[src/rtl/alm_mac_acc.sv]
// Purpose : signed saturating dot-product accumulator behind the ALM multiplier.
// Latency : last beat accepted at edge T -> out_valid high after edge T+2.
// Backpr. : result held in HOLD until out_ready; no input beats accepted meanwhile.
//
// Ports:
//   clk, rst_n            clock, synchronous active-low reset
//   in_valid/in_ready     product beat handshake; in_p is 17-bit one's complement,
//                         in_last marks the final term of the vector
//   out_valid/out_ready   result handshake
//   out_acc               saturated accumulator (ACC_W bits, two's complement)
//   out_count             number of terms accumulated (saturating)
//   out_ovf               sticky: accumulator or counter saturated in this vector
module alm_mac_acc #(
   parameter int ACC_W = 24,
   parameter int LEN_W = 8
) (
   input  logic             clk,
   input  logic             rst_n,
   input  logic             in_valid,
   output logic             in_ready,
   input  logic [16:0]      in_p,
   input  logic             in_last,
   output logic             out_valid,
   input  logic             out_ready,
   output logic [ACC_W-1:0] out_acc,
   output logic [LEN_W-1:0] out_count,
   output logic             out_ovf
);

   typedef enum logic [1:0] {
      IDLE  = 2'd0,
      ACCUM = 2'd1,
      FLUSH = 2'd2,
      HOLD  = 2'd3
   } state_t;

   localparam int EXT_W = ACC_W + 1 - 17;

   localparam logic [ACC_W-1:0] ACC_MAX = {1'b0, {(ACC_W-1){1'b1}}};
   localparam logic [ACC_W-1:0] ACC_MIN = {1'b1, {(ACC_W-1){1'b0}}};

   state_t             state_q, state_d;
   logic [16:0]        term_q, term_d;
   logic               s1_vld_q, s1_vld_d;
   logic               s1_last_q, s1_last_d;
   logic [ACC_W-1:0]   acc_q, acc_d;
   logic [LEN_W-1:0]   cnt_q, cnt_d;
   logic               ovf_q, ovf_d;

   logic               accept;
   logic               last_pending;
   logic [ACC_W:0]     sum;

   always_comb begin
      state_d   = state_q;
      term_d    = '0;
      s1_vld_d  = 1'b0;
      s1_last_d = 1'b0;
      acc_d     = acc_q;
      cnt_d     = cnt_q;
      ovf_d     = ovf_q;
      in_ready  = 1'b0;
      out_valid = 1'b0;
      accept    = 1'b0;
      sum       = '0;

      // The last term still sits in S1 for one cycle after it is accepted;
      // the input must already be closed then, so the vector ends cleanly.
      last_pending = s1_vld_q & s1_last_q;

      if ((state_q == IDLE || state_q == ACCUM) && !last_pending) begin
         in_ready = 1'b1;
      end
      accept = in_valid & in_ready;

      // S1: one's complement to two's complement. Adding the sign bit maps
      // 17'h1FFFF (-0) to 0; the 17-bit add wraps exactly for that case.
      if (accept) begin
         term_d    = in_p + {16'd0, in_p[16]};
         s1_vld_d  = 1'b1;
         s1_last_d = in_last;
      end

      // S2: accumulate at ACC_W+1 bits; a mismatch of the two top bits means
      // the true sum left the ACC_W range, and the top bit gives its sign.
      if (s1_vld_q) begin
         sum = {acc_q[ACC_W-1], acc_q} + {{EXT_W{term_q[16]}}, term_q};
         if (sum[ACC_W] != sum[ACC_W-1]) begin
            acc_d = sum[ACC_W] ? ACC_MIN : ACC_MAX;
            ovf_d = 1'b1;
         end else begin
            acc_d = sum[ACC_W-1:0];
         end
         // A term that arrives with the counter already at all-ones cannot be
         // counted, which is what marks the counter as saturated.
         if (&cnt_q) begin
            ovf_d = 1'b1;
         end else begin
            cnt_d = cnt_q + LEN_W'(1);
         end
      end

      // The FSM enters FLUSH on the edge where S2 absorbs the last term, so
      // the result is complete and settled by the time HOLD presents it.
      unique case (state_q)
         IDLE: begin
            if (last_pending) begin
               state_d = FLUSH;
            end else if (accept && !in_last) begin
               state_d = ACCUM;
            end
         end
         ACCUM: begin
            if (last_pending) begin
               state_d = FLUSH;
            end
         end
         FLUSH: begin
            state_d = HOLD;
         end
         HOLD: begin
            out_valid = 1'b1;
            if (out_ready) begin
               state_d = IDLE;
               acc_d   = '0;
               cnt_d   = '0;
               ovf_d   = 1'b0;
            end
         end
         default: begin
            state_d = IDLE;
         end
      endcase
   end

   always_ff @(posedge clk) begin
      if (!rst_n) begin
         state_q   <= IDLE;
         term_q    <= '0;
         s1_vld_q  <= 1'b0;
         s1_last_q <= 1'b0;
         acc_q     <= '0;
         cnt_q     <= '0;
         ovf_q     <= 1'b0;
      end else begin
         state_q   <= state_d;
         term_q    <= term_d;
         s1_vld_q  <= s1_vld_d;
         s1_last_q <= s1_last_d;
         acc_q     <= acc_d;
         cnt_q     <= cnt_d;
         ovf_q     <= ovf_d;
      end
   end

   assign out_acc   = acc_q;
   assign out_count = cnt_q;
   assign out_ovf   = ovf_q;

endmodule

[config.mk]
export PLATFORM = sky130hd
export DESIGN_NAME = alm_mac_acc
export DESIGN_NICKNAME = d
export VERILOG_FILES = /design/src/rtl/alm_mac_acc.sv
export SDC_FILE = /design/constraint.sdc
export NUM_CORES = 1
export LEC_CHECK = 0
export CORE_MARGIN = 5
export CORE_UTILIZATION = 59
export CTS_CLUSTER_SIZE = 30
export DETAILED_ROUTE_END_ITERATION = 16
export GPL_ROUTABILITY_DRIVEN = 1
export PLACE_DENSITY = 0.86
export SLEW_MARGIN = 20
export SYNTH_ARGS = -nofsm -noshare
export SYNTH_HDL_FRONTEND = slang
export SYNTH_SLANG_ARGS = --single-unit
[constraint.sdc]
create_clock -name clk -period 6 [get_ports clk]
set_clock_uncertainty 0.15 [all_clocks]
set_input_delay 0.9 -clock clk [delete_from_list [all_inputs] [get_ports clk]]
set_output_delay 0.9 -clock clk [all_outputs]
set_load 0.02 [all_outputs]
Word level (Yosys, flattened, before mapping):

Index checks and enable logic that the tools add are counted.

* bits in writable memories: 0
* word-level logic and storage cells: 50
* latch bits: 0
* input port bits: 22
* memory bits (read-only): 0
* register bits: 54
* memories kept: 0
* output and inout port bits: 35

* multiply operators: 0
* muxes and demuxes: 22
* reduce and logical (&&, ||, !) cells: 9
* bitwise logic cells: 2
* equality and inequality tests: 7
* magnitude comparators: 0
* add/subtract/negate cells: 3
* divide/modulo/power cells: 0
* shift-type cells: 0

Operator list (number)
* $mux W24: 5
* $mux W8: 4
* $add A24 B17 Y25: 1
* $add A17 B1 Y17: 1
* $add A8 B1 Y8 const B: 1
* $mux W1: 8
* $mux W2: 4
* $pmux W2 S4: 1
* $reduce_and A8 Y1: 1
* $eq A2 B2 Y1 const B: 2
* $ne A2 B2 Y1 const B: 2
* $ne A3 B2 Y1 const B: 1
* $reduce_and A3 Y1: 1
* $and A1 B1 Y1: 2
* $eq A2 B1 Y1 const B: 1
* $logic_and A1 B1 Y1: 2
* $logic_not A1 Y1: 2
* $logic_not A2 Y1: 1
* $reduce_and A2 Y1: 1
* $logic_or A1 B1 Y1: 1
* $ne A1 B1 Y1: 1

Depth between registers and ports, before layout:

Gate-level depths: netlist (run 1).

* depth after elaboration: 9
* gate-level depth with buffers: 12
* mapped depth without buffers: 10

Least setup slack after synthesis (run 1):

OpenSTA, ideal clock, no wires.

* path kind: reg2reg
* from: register acc_q[0] (netlist: out_acc[0])
* to: register acc_q[10] (netlist: out_acc[10])
* required time: 5.728 ns
* cell stages (with the launch flop): 12
* setup time: 0.122 ns
* period minus slack after synthesis: 3.087 ns
* path slack: 2.913 ns
* path buffers: 2
* arrival time: 2.815 ns
* path through: dfxtp_1 -> ha_1 -> fa_1 -> a211oi_1 -> o21ai_0 -> o2111a_1 -> or2_1 -> buf_6 -> a211o_1 -> a31oi_4 -> buf_12 -> a21oi_2

* word-level cells in the longest chain between the ends: 6
* elaborated cells on any way between the ends: 7
* classes of those cells: add/sub: 1; eq/ne: 1; mux: 5

Ends and longest elaborated chain
* start: declaration: line 46 `logic [ACC_W-1:0] acc_q, acc_d;`
* start signal: assignment: line 142 `acc_q <= '0;`
* start signal: assignment: line 150 `acc_q <= acc_d;`
* $add A24 B17 Y25 *: line 87 `sum = {acc_q[ACC_W-1], acc_q} + {{EXT_W{term_q[16]}}, term_q};`
* $mux W24 / $ne A1 B1 Y1 (equally long branches): line 89, 88
* $mux W24 *: line 88 `if (sum[ACC_W] != sum[ACC_W-1]) begin`
* $mux W24 *: line 86 `if (s1_vld_q) begin`
* $mux W24: line 123 `if (out_ready) begin`
* $mux W24 *: line 105 `unique case (state_q)`

Every way passes the cells marked *; elsewhere a longest branch is shown, timed or not.
A chain may end at the register's enable or synchronous reset.

Final worst setup path (run 1):

* from: register acc_q[0] (netlist: out_acc[0])
* to: register acc_q[1] (netlist: out_acc[1])

The elaborated chain is that of the path after synthesis.

==> summary.md, run 1 <==
- **top cell type by total area after synthesis** dfxtp_1
- **type of the tightest min-delay check** register to register
- **initial core utilization** 0.611
- **Area Overhead vs Synth** 17.4%
- **Inserted Clock Buffers** 5
- **sum of negative setup slack** 0 ps
- **Iter 0 DRT Violations** 141
- **total number of yosys warnings** 0
- **Antenna Violating Nets Remaining** 0
- **clock slew at reported path FFs** 100 ps
- **GP Congestion** 0.916
- **result of the run** complete, no violations
- **via count of the first global-routing pass** 3217
- **hold depth** 2
- **Reg2Reg Depth** 9
- **Area contributors post-synth** dfxtp_1 (30%), ha_1 (11%), a21oi_1 (5.5%)
- **sequential share of the synthesized area** 0.295
- **post-layout util** 0.717
- **leading cell types by count after synthesis** dfxtp_1 (54), nand2_1 (42), a21oi_1 (40), nor2_1 (40), o21ai_0 (39)
- **final setup fails** 0
- **first drt pass iteration count** 5
- **buffer cell driving the clock tree root** clkbuf_8
- **boundary pin count** 57
- **portion of synthesized cell area occupied by the leading cell type** 0.295
- **first-pass GRT wire length** 13.9 mm
- **final hold violation count** 0
- **worst relative slew slack** 0.420
- **TritonCTS Sinks** 54
- **post-synth cell types** 55
- **type of the worst setup path** register to register
- **PortBufs** 56
- **average cell area after synthesis** 8.33 µm²
- **Period Utilization, post-route** 0.577
- **post-cts sizing count** 0
- **Final Critical Period** 3460 ps
- **ys flop type** dfxtp_1
- **wire length per cell** 14.7 µm
- **all-layer global routing usage** 0.219
- **leakage** 1.68 nW
- **Vert. Die Dim** 88.7 µm
- **share of synthesized flip-flops with an asynchronous set or reset** 0
- **type of element launching the critical path** register
- **number of hold buffers added after CTS** 0
- **routed vias** 3327
- **transition time of the tightest slew-check pin** 859 ps
- **Critical Path RT** 6010 ps
- **pins over their slew limit** 0
- **maximum resistive drop on vdd** 0.000185 V
- **H-tree levels** 2
- **# DRC** 0
- **number of cell rows** 28
- **final net count** 539
- **EDFF count, synth** 0
- **Syn Inst Count** 439
- **dpl hpwl** 6.43 mm
- **core region area** 5990 µm²
- **antenna violations before repair** 0
- **synthesized cell area** 3660 µm²
- **startpoint of the most critical register-to-register path** out_acc[0]$_SDFF_PN0_
- **power density relative to cell area** 272 nW/µm²
- **Die Wd** 88.7 µm
- **source-to-sink clock delay at the later pin of the worst-skew pair** 310 ps
- **Hold Path Sink** out_ovf$_SDFF_PN0_
- **TritonCTS clock tree** done
- **Routed Wire Length** 8.26 mm
- **number of synthesized register bits** 54
- **Synthesized Nets** 493
- **type of element capturing the critical path** register
- **Max Clock Freq** 289 MHz
- **Die Area** 7880 µm²
- **unrepaired setup endpoints after global routing** no
- **maximum number of pins on one net before global-route repair** 37
- **endpoint of the lowest-slack register-to-register path** out_acc[1]$_SDFF_PN0_
- **via count normalized by instance count** 5.94
- **flop2flop setup slack** 2540 ps
- **most numerous cell in the Yosys netlist** dfxtp_1
- **highest net fanout along the worst path** 19
- **Max Cap Violations** 0
- **setup bufs post-CTS** 0
- **worst endpoint data arrival time** 3480 ps
- **share of layout cells above drive strength 1** 0.0639
- **maximum clock insertion buffer count** 2
- **launch instance of the worst min-delay path** out_ovf$_SDFF_PN0_
- **number of antenna repair diodes** 0
- **GRT overflow** 0
## metal layers
metal	track usage	routed length [µm]	vias to the layer above
li1	-	-	1666
met3	0.0354	414	7
met4	0.0646	85	0
met5	0	0	-
met1	0.267	3650	1566
met2	0.393	4110	88
## state kept, by name, indices dropped and copies added, names as in the netlist
signal,count
out_count,8
state_q,2
s1_last_q,1
s1_vld_q,1
out_acc,24
out_ovf,1
term_q,17
## worst max path at each step
stage | from | to | slack (ps) | cells after the start
2_1_floorplan | out_acc[0]$_SDFF_PN0_ | out_acc[10]$_SDFF_PN0_ | 2910 | 11
3_3_place_gp | out_acc[0]$_SDFF_PN0_ | out_acc[0]$_SDFF_PN0_ | 2630 | 9
3_5_place_dp | out_acc[0]$_SDFF_PN0_ | out_acc[1]$_SDFF_PN0_ | 2530 | 9
4_1_cts | out_acc[0]$_SDFF_PN0_ | out_acc[1]$_SDFF_PN0_ | 2520 | 9
5_1_grt | out_acc[0]$_SDFF_PN0_ | out_acc[1]$_SDFF_PN0_ | 2320 | 9
6_report | out_acc[0]$_SDFF_PN0_ | out_acc[1]$_SDFF_PN0_ | 2540 | 9
## per-stage QoR
stage | power [W] | setup slack [ps] | std cells | hold slack [ps] | cell area [µm²]
6_report | 0.00117 | 2540 | 560 | 301 | 4300
5_1_grt | 0.00125 | 2320 | 560 | 337 | 4300
4_1_cts | 0.00117 | 2520 | 560 | 305 | 4300
3_5_place_dp | 0.000973 | 2530 | 553 | 289 | 4210
3_3_place_gp | 0.000952 | 2630 | 553 | 284 | 4210
2_1_floorplan | 0.000814 | 2910 | 439 | 339 | 3660
## final cells by class
cell class / count / area, µm²
clock buffers: 5 / 68.8
well taps: 75 / 93.8
clock inverters: 2 / 13.8
fillers: 476 / 1690
repair buffers: 57 / 568
inverters: 10 / 37.5
multi-input cells: 357 / 2430
flip-flops and latches: 54 / 1080
## cell families (layout without fill, tap and decap cells)
group | count (synthesis) | count (layout) | synth area share
adders and majority gates | 32 | 32 | 0.111
AOI/OAI and AO/OA | 141 | 141 | 0.261
DFF | 54 | 54 | 0.295
muxes | 3 | 3 | 0.0116
buffers and inverters | 28 | 74 | 0.0393
and+or+nand+nor | 147 | 147 | 0.197
xor gates and xnor gates | 34 | 34 | 0.0834
## worst max-delay path: stages, from the launching register on
cell and delay (ps):
dfxtp_1 330, ha_1 240, fa_1 440, a211oi_1 210
o21ai_0 210, o2111a_1 310, or2_1 320, a211o_1 330
a31oi_4 630, a21oi_1 150
## where the power goes
group / switching, W / internal [W]
sequential: 0.0000431 / 0.000411
combinational: 0.000294 / 0.000221
clock: 0.000120 / 0.0000810
## cell usage in the layout, fill, tap and decap left out, drive strengths merged, types with 2 or more instances in the layout
master          n
a21oi          50
ha             31
a31oi          10
and4            4
inv            11
xnor2          16
nor2b           4
a2111oi         2
and2            8
xor2           18
nor3            8
mux2i           3
o21a            2
dfxtp          54
nand2b          3
o21bai          3
nand3          15
a21o            9
nand3b          5
o21ai          45
nor2           40
a211oi          3
clkdlybuf4s50  56
nand2          42
and3            7
clkbuf          5
or3             4
o211ai          6
nand4           2
(Power assumes the default switching activity.)
==> run 2: changes to the inputs <==
--- a/config.mk
+++ b/config.mk
@@ -6,11 +6,11 @@
 export NUM_CORES = 1
 export LEC_CHECK = 0
 export CORE_MARGIN = 5
-export CORE_UTILIZATION = 59
+export CORE_UTILIZATION = 55
 export CTS_CLUSTER_SIZE = 30
 export DETAILED_ROUTE_END_ITERATION = 16
 export GPL_ROUTABILITY_DRIVEN = 1
-export PLACE_DENSITY = 0.86
+export PLACE_DENSITY = 0.81
 export SLEW_MARGIN = 20
 export SYNTH_ARGS = -nofsm -noshare
 export SYNTH_HDL_FRONTEND = slang
==> constraint.sdc (replaced) <==
create_clock -name clk -period 3.4 [get_ports clk]
set_clock_uncertainty 0.15 [all_clocks]
set_input_delay 0.51 -clock clk [delete_from_list [all_inputs] [get_ports clk]]
set_output_delay 0.51 -clock clk [all_outputs]
set_load 0.02 [all_outputs]
==> summary.md, run 2 (synthesis gave the netlist of run 1 again) <==
- **Reg2Reg Depth** 11
- **Period Utilization, post-route** 0.970
- **power density relative to cell area** 489 nW/µm²
- **dpl hpwl** 6.47 mm
- **buffer cell driving the clock tree root** clkbuf_8
- **initial core utilization** 0.570
- **PortBufs** 56
- **final net count** 549
- **result of the run** complete, no violations
- **via count of the first global-routing pass** 3280
- **Worst Slack Setup Final** 102 ps
- **launch point of the worst path** out_acc[0]$_SDFF_PN0_
- **maximum number of pins on one net before global-route repair** 37
- **first drt pass iteration count** 5
- **wire length per cell** 15.3 µm
- **all-layer global routing usage** 0.206
- **worst hold slack across all endpoints** 299 ps
- **startpoint of the most critical register-to-register path** out_acc[0]$_SDFF_PN0_
- **source-to-sink clock delay at the later pin of the worst-skew pair** 300 ps
- **routed vias** 3390
- **worst relative slew slack** 0.456
- **delay of the slowest cell on the worst path** 470 ps
- **type of element capturing the critical path** register
- **type of the tightest min-delay check** register to register
- **first-pass GRT wire length** 14.6 mm
- **maximum resistive drop on vdd** 0.000269 V
- **via count normalized by instance count** 5.92
- **share of layout cells above drive strength 1** 0.0847
- **Critical Path RT** 3440 ps
- **Max Clock Freq** 303 MHz
- **type of the worst setup path** register to register
- **clock slew at reported path FFs** 90 ps
- **number of antenna repair diodes** 0
- **sum of negative setup slack** 0 ps
- **Routed Wire Length** 8.77 mm
- **boundary pin count** 57
- **transition time of the tightest slew-check pin** 815 ps
- **final setup fails** 0
- **Iter 0 DRT Violations** 229
- **core region area** 6420 µm²
- **Max Cap Violations** 0
- **Final Critical Period** 3300 ps
- **Die Area** 8380 µm²
- **type of element launching the critical path** register
- **# DRC** 0
- **pins over their slew limit** 0
- **endpoint of the lowest-slack register-to-register path** out_acc[10]$_SDFF_PN0_
- **layer with the highest usage after global routing** met2
- **TritonCTS clock tree** done
- **flop2flop setup slack** 100 ps
- **antenna violations before repair** 0
- **most frequent cells in the layout** clkdlybuf4s50_1 (56), dfxtp_1 (54), nand2_1 (42)
- **worst endpoint data arrival time** 3340 ps
- **CP top delay family** compound AO/OA/AOI/OAI gates
- **cells traversed along the worst timing path** ha_1 > fa_1 > a211oi_1 > o21ai_1 > o2111a_1 > or2_4 > a2111oi_4 > buf_4 > mux2i_4 > nand2_1 > a21oi_2
- **met1 track utilization from global routing** 0.252
- **number of buffers and inverters on the critical path** 1
- **Die Wd** 91.6 µm
- **flip-flop count of the largest register, all copies and words added** 24
- **Inserted Clock Buffers** 5
- **number of cell rows** 29
- **leakage** 1.74 nW
- **Worst path depth** 11
- **Vert. Die Dim** 91.6 µm
- **Antenna Violating Nets Remaining** 0
- **Non-Filler Instances** 573
- **post-placement setup slack** 161 ps
- **GRT overflow** 0
- **total placed cells including tap cells** 561
- **final hold violation count** 0
- **cell at the slowest stage of the critical path** a2111oi_4
- **highest net fanout along the worst path** 9
- **TritonCTS Sinks** 54
- **endpoint of the most critical setup path** out_acc[10]$_SDFF_PN0_
- **H-tree levels** 2
- **most frequent standard cell in the layout excluding fill and tap cells** clkdlybuf4s50_1
- **Area Overhead vs Synth** 21.2%
- **met3 GRT Util** 0.0364
- **GP Congestion** 0.881
- **overall power consumption** 0.00217 W
- **maximum clock insertion buffer count** 2
- **met2 usage** 0.360
[run 2: what timing repair did]
action	CTS	global route
setup buffers	0	2
hold buffers	0	0
endpoints found under the setup margin	0	20
gates resized for setup	0	5
[run 2: metrics by stage]
stage | area, µm² | util
2_1_floorplan | 3660 | -
3_3_place_gp | 4260 | 0.664
3_5_place_dp | 4260 | 0.664
4_1_cts | 4370 | 0.680
5_1_grt | 4440 | 0.691
6_report | 4440 | 0.691
[run 2: worst register-to-register path, cell delays in order, from the launching register on]
cell and delay [ps]:
dfxtp_1 340, ha_1 240, fa_1 440, a211oi_1 260, o21ai_1 160, o2111a_1 300, or2_4 280, a2111oi_4 470
buf_4 220, mux2i_4 120, nand2_1 160, a21oi_2 70
[run 2: worst min path at each step]
stage                       startpoint                 endpoint  slack (ps)  depth (start not counted)
4_1_cts             out_ovf$_SDFF_PN0_       out_ovf$_SDFF_PN0_         310                          2
2_1_floorplan  state_q[1]$_SDFFE_PN0P_  state_q[1]$_SDFFE_PN0P_         340                          2
5_1_grt             out_ovf$_SDFF_PN0_       out_ovf$_SDFF_PN0_         360                          2
3_3_place_gp        out_ovf$_SDFF_PN0_       out_ovf$_SDFF_PN0_         280                          2
3_5_place_dp        out_ovf$_SDFF_PN0_       out_ovf$_SDFF_PN0_         290                          2
6_report            out_ovf$_SDFF_PN0_       out_ovf$_SDFF_PN0_         300                          2
[run 2: report_power, final]
group	switching [W]	total, W	internal [W]
Clock	0.000200	0.000420	0.000221
Combinational	0.000534	0.000947	0.000413
Sequential	0.0000773	0.000802	0.000724
[run 2: area by class of cell]
type	count	area [µm²]
Inverter	10	37.5
Multi-Input combinational cell	359	2490
Sequential cell	54	1080
Tap cell	77	96.3
Clock buffer	7	76.3
Clock inverter	1	30.0
Fill cell	531	1990
Timing Repair Buffer	65	628
[run 2: layer usage]
metal,part of all wire,vias to the layer above
met5,0,-
met4,0.026,0
met3,0.055,29
met2,0.48,116
met1,0.44,1556
li1,-,1689
